==> config.mk <==
export PLATFORM = sky130hd
export DESIGN_NAME = npc_ras_unit
export DESIGN_NICKNAME = d
export VERILOG_FILES = /design/src/rtl/npc_ras_unit.sv
export SDC_FILE = /design/constraint.sdc
export NUM_CORES = 1
export LEC_CHECK = 0
export CAP_MARGIN = 10
export CORE_MARGIN = 4
export CORE_UTILIZATION = 50
export CTS_BUF_LIST = sky130_fd_sc_hd__clkbuf_16
export CTS_CLUSTER_DIAMETER = 100
export DETAILED_ROUTE_END_ITERATION = 12
export PLACE_DENSITY = 0.78
export SYNTH_ARGS = -nofsm -noshare
export SYNTH_HDL_FRONTEND = slang
export SYNTH_SLANG_ARGS = --single-unit
export TNS_END_PERCENT = 5
==> constraint.sdc <==
create_clock -name clk -period 6.3 [get_ports clk]
set_input_delay 1.26 -clock clk [delete_from_list [all_inputs] [get_ports clk]]
set_output_delay 1.26 -clock clk [all_outputs]
set_load 0.01 [all_outputs]
==> src/rtl/npc_ras_unit.sv <==
// npc_ras_unit: architectural PC register, next-PC selection and a circular
// return-address stack (RAS) used as a call/return predictor, with a saturating
// counter of committed return mispredictions.
module npc_ras_unit #(
  parameter int unsigned WIDTH     = 32,
  parameter logic [31:0] RESET_PC  = 32'h0000_3000,
  parameter int unsigned RAS_DEPTH = 4,
  parameter int unsigned CNT_W     = 16
) (
  input  logic             clk,
  input  logic             reset,
  input  logic             en,
  input  logic [2:0]       npc_op,
  input  logic             br_cond,
  input  logic [WIDTH-1:0] imm_ext,
  input  logic [25:0]      imm26,
  input  logic [WIDTH-1:0] reg_rd,
  output logic [WIDTH-1:0] pc,
  output logic [WIDTH-1:0] pc_plus_4,
  output logic [WIDTH-1:0] npc,
  output logic             pc_misalign,
  output logic             ras_empty,
  output logic             ras_full,
  output logic             ras_miss,
  output logic [CNT_W-1:0] miss_cnt
);

  localparam int unsigned    PTR_W   = $clog2(RAS_DEPTH);
  localparam logic [PTR_W:0] DEPTH_C = (PTR_W + 1)'(RAS_DEPTH);

  typedef enum logic [2:0] {
    OP_SEQ  = 3'd0,
    OP_BR   = 3'd1,
    OP_JAL  = 3'd2,
    OP_JR   = 3'd3,
    OP_J    = 3'd4,
    OP_JALR = 3'd5,
    OP_RET  = 3'd6,
    OP_RSV  = 3'd7
  } npc_op_e;

  npc_op_e          op;
  logic [WIDTH-1:0] pc_q, pc_d;
  logic [PTR_W-1:0] top_q, top_d, push_idx;
  logic [PTR_W:0]   cnt_q, cnt_d;
  logic [CNT_W-1:0] miss_q, miss_d;
  logic [WIDTH-1:0] ras_q [RAS_DEPTH];
  logic [WIDTH-1:0] jump_tgt;
  logic [WIDTH-1:0] ras_top;
  logic             push_op, pop_op;
  logic             do_push, do_pop;

  assign op          = npc_op_e'(npc_op);
  assign pc          = pc_q;
  assign pc_plus_4   = pc_q + WIDTH'(4);
  assign pc_misalign = |pc_q[1:0];
  assign jump_tgt    = {pc_q[WIDTH-1:28], imm26, 2'b00};
  assign ras_empty   = (cnt_q == '0);
  assign ras_full    = (cnt_q == DEPTH_C);
  assign ras_top     = ras_q[top_q];
  assign push_idx    = top_q + PTR_W'(1);
  assign miss_cnt    = miss_q;

  // Next-PC selection and RAS action decode for the current op.
  always_comb begin
    npc     = pc_plus_4;
    push_op = 1'b0;
    pop_op  = 1'b0;
    unique case (op)
      OP_BR:   npc = br_cond ? (pc_plus_4 + imm_ext) : pc_plus_4;
      OP_JAL:  begin npc = jump_tgt; push_op = 1'b1; end
      OP_JR:   npc = reg_rd;
      OP_J:    npc = jump_tgt;
      OP_JALR: begin npc = reg_rd; push_op = 1'b1; end
      OP_RET:  begin npc = reg_rd; pop_op = 1'b1; end
      default: npc = pc_plus_4;
    endcase
  end

  // Return prediction check: an empty stack always counts as a miss.
  always_comb begin
    ras_miss = (op == OP_RET) && (ras_empty || (ras_top != reg_rd));
  end

  // Commit-time next state for PC, stack pointers and the miss counter.
  always_comb begin
    do_push = en && push_op;
    do_pop  = en && pop_op && !ras_empty;
    pc_d    = en ? npc : pc_q;
    top_d   = top_q;
    cnt_d   = cnt_q;
    miss_d  = miss_q;
    if (do_push) begin
      // Pushing onto a full stack wraps over the oldest entry.
      top_d = push_idx;
      cnt_d = ras_full ? cnt_q : cnt_q + 1'b1;
    end else if (do_pop) begin
      top_d = top_q - PTR_W'(1);
      cnt_d = cnt_q - 1'b1;
    end
    if (en && ras_miss && (miss_q != '1)) begin
      miss_d = miss_q + 1'b1;
    end
  end

  // Architectural state with asynchronous reset.
  always_ff @(posedge clk or posedge reset) begin
    if (reset) begin
      pc_q   <= WIDTH'(RESET_PC);
      top_q  <= '0;
      cnt_q  <= '0;
      miss_q <= '0;
    end else begin
      pc_q   <= pc_d;
      top_q  <= top_d;
      cnt_q  <= cnt_d;
      miss_q <= miss_d;
    end
  end

  // Stack storage; contents are only meaningful below the valid count.
  always_ff @(posedge clk) begin
    if (do_push) begin
      ras_q[push_idx] <= pc_plus_4;
    end
  end

endmodule

==> results of run 1 <==
[state kept, by name, indices dropped and copies added, names as in the netlist]
| register | count |
|---|---|
| cnt_q | 3 |
| miss_cnt | 16 |
| pc | 32 |
| ras_q | 128 |
| top_q | 2 |
[critical path, cell delays in order]
cell             delay (ps)
clkdlybuf4s50_1         480
ha_1                    210
inv_1                    70
fa_1                    400
nor2b_1                 170
o211ai_1                170
a211oi_2                280
nor2b_1                 110
o41a_1                  510
o31ai_1                 320
xnor2_1                  90
o21ai_0                 260
clkdlybuf4s50_1         610
[per-stage QoR]
step	util, %	instance area (µm²)	std cells	setup WS [ps]
6_report	66.1	14600	1571	123
5_1_grt	66.1	14600	1571	-46.2
4_1_cts	65.7	14500	1570	15.3
3_5_place_dp	63.1	13900	1538	123
3_3_place_gp	63.1	13900	1538	130
2_1_floorplan	-	11300	1042	762
[where the power goes]
group	switching, W	internal, W	leakage (nW)
sequential	0.000169	0.00145	1.82
clock	0.000519	0.000532	0.284
combinational	0.00110	0.000972	3.38
total	0.00179	0.00295	5.49
[path summary, 6_finish.rpt]
check | from | to | slack (ps) | cells past startpoint
worst max register to register | pc[10] | pc[26] | 2010 | 15
worst min register to register | miss_cnt[11] | miss_cnt[11] | 490 | 1
min in group asynchronous | reset | miss_cnt[0] | 1360 | 3
max in group asynchronous | reset | pc[4] | 4350 | 3
worst min-delay path | miss_cnt[11] | miss_cnt[11] | 490 | 1
worst max-delay path | imm_ext[0] | npc[24] | 120 | 13
[cell usage after synthesis (34+ instances only)]
cell type	instances	area [µm²]
xor2_1	37	324
mux2i_1	35	350
o21ai_0	67	335
edfxtp_1	128	3840
nand3_1	34	170
xnor2_1	56	490
a21oi_1	58	290
dfrtp_1	51	1280
nand2_1	94	353
ha_1	41	513
nor2_1	61	229
clkbuf_1	34	128
[layer usage]
metal  vias up  track usage, %  part of all wire (%)  wire, µm
li1       4441               -                     -         -
met1      4796            40.4                    40     15000
met2       587            46.3                    47     17500
met3        76            7.55                   9.8      3640
met4         0            10.6                   3.1      1160
met5         -               0                     0         0
[cell families (layout without fill, tap and decap cells)]
| logic type | after synthesis | count (layout) | share of synthesized area, % |
|---|---|---|---|
| AOI/OAI and AO/OA | 249 | 249 | 14.5 |
| xor gates and xnor gates | 94 | 94 | 7.42 |
| adders and majority gates | 50 | 50 | 5.52 |
| buffers and inverters | 80 | 328 | 3.33 |
| DFF | 181 | 181 | 45.9 |
| muxes | 78 | 78 | 9.83 |
| other | 0 | 1 | 0 |
| and+or+nand+nor | 310 | 310 | 13.5 |
[timing repair]
action / 4_1_cts / 5_1_grt
buffers inserted: 0 / 0
gates resized for setup: 0 / 23
setup endpoints to repair: 0 / 10
[area by class of cell]
type	count	area, µm²
Inverter	31	116
Fill cell	1692	7470
Tap cell	280	350
Sequential cell	181	5180
Multi-Input combinational cell	781	5800
Timing Repair Buffer	265	2530
Clock buffer	17	425
Antenna cell	1	2.50
Clock inverter	15	155
==> results by group, run 1 <==
GRT
  – Antenna violations before repair: 1
  – Largest net degree at the start of global routing: 54
  – Vias in the first global route: around 9,600
  – First-pass GRT wire length: 56.0 mm
  – Gr ovfl total: 0
  – All-layer global routing usage: ~30%

Finish
  – Most frequent cells in the layout: 211 x clkdlybuf4s50_1, 128 x edfxtp_1, 94 x nand2_1
  – Layout cells sized above 1: between 10% and 20%
  – NumNets Final: approximately 1,400
  – P&R area growth vs syn: 29.1%
  – Most common cell after layout, fill and taps aside: clkdlybuf4s50_1

STA
  – Worst Skew: roughly 14 ps
  – Final min period: ~6200 ps
  – Fin crit share: 98.1%
  – Min Hold Slack: 485 ps
  – RSZ-0062 raised after global routing: yes
  – Setup TNS Final: 0 ps
  – Endpoints failing hold: 0
  – Slew Viols, Final: 0
  – Slew @ Worst Pin: a little over 1000 ps
  – Top achievable clock speed: 0.162 GHz
  – Setup-failing EPs final: 0
  – Slew HR: a little over 30%

Detailed routing
  – Iter 0 DRT Violations: 1,070
  – Pre-Repair DR Iteration Count: 7
  – Antenna-violating nets left: 0
  – Routed vias: roughly 10,000
  – Wirelength per Cell: ~24 µm
  – Routed WL: 37.3 mm
  – DRC viols: 0
  – Routed vias/inst: 6.30

Synthesis
  – Ys Warns: 0
  – EDFF count, synth: 128
  – Post-Syn Area: ~11,000 µm²
  – Yosys cell types: 79
  – Mean Syn Cell Area: approximately 11 µm²
  – Sequential area share after synthesis: between 40% and 50%
  – #FFs+latches synth: between 150 and 200
  – Async S/R FF share, synth: roughly 29%
  – Mapped Cells: around 1,000
  – Primary FF master, synth: edfxtp_1
  – Synth Net Count: roughly 1,200

Run status
  – Run status: finished, final reports clean

Critical path
  – CP Capture Type: output port
  – Crit Path Class: in -> out
  – CP arrival: around 4900 ps
  – CP startpoint kind: input port
  – Worst Path Max Fanout: 4
  – Required time of the critical path: between 5000 and 6000 ps

Floorplanning
  – Row Count: 54
  – Starting density of the core: between 50 and 60%
  – DIE AREA: ~25,000 µm²
  – Chip width: between 150 and 200 µm
  – # IOs: roughly 210
  – Die H: ~160 µm
  – Core Footprint: approximately 22,000 µm²

Clocking
  – Sink Count: ~180
  – Root buffer cell: clkbuf_16
  – H-tree depth: 4
  – CTS tree: done
  – CTS Buf Count: 17
  – CTS clk-pin slew, worst paths: ~80 ps
  – Cts hold-fix bufs: 0
  – Maximum clock insertion buffer count: 2
  – Clk Latency, worst-skew pair: between 400 and 500 ps

Job
  – Max Cap Viol: 0

Placed design
  – # port buffers: approximately 210
  – Dpl hpwl: 28.0 mm
  – GPL Wtd Cong: between 0.9 and 1

Min path
  – Tightest Hold Check Type: reg -> reg

Power
  – VDD IR max: 0.000171 V
  – Power Density: about 330 nW/µm²
  – P_leak: roughly 5.5 nW
  – Pwr Total: roughly 0.0047 W
(Power assumes the default switching activity.)
==> run 2: changes to the inputs <==
Settings changed: CTS_CLUSTER_SIZE set to 30.
==> results of run 2 <==
No change in the layout: final DEF, timing and power equal those of run 1.
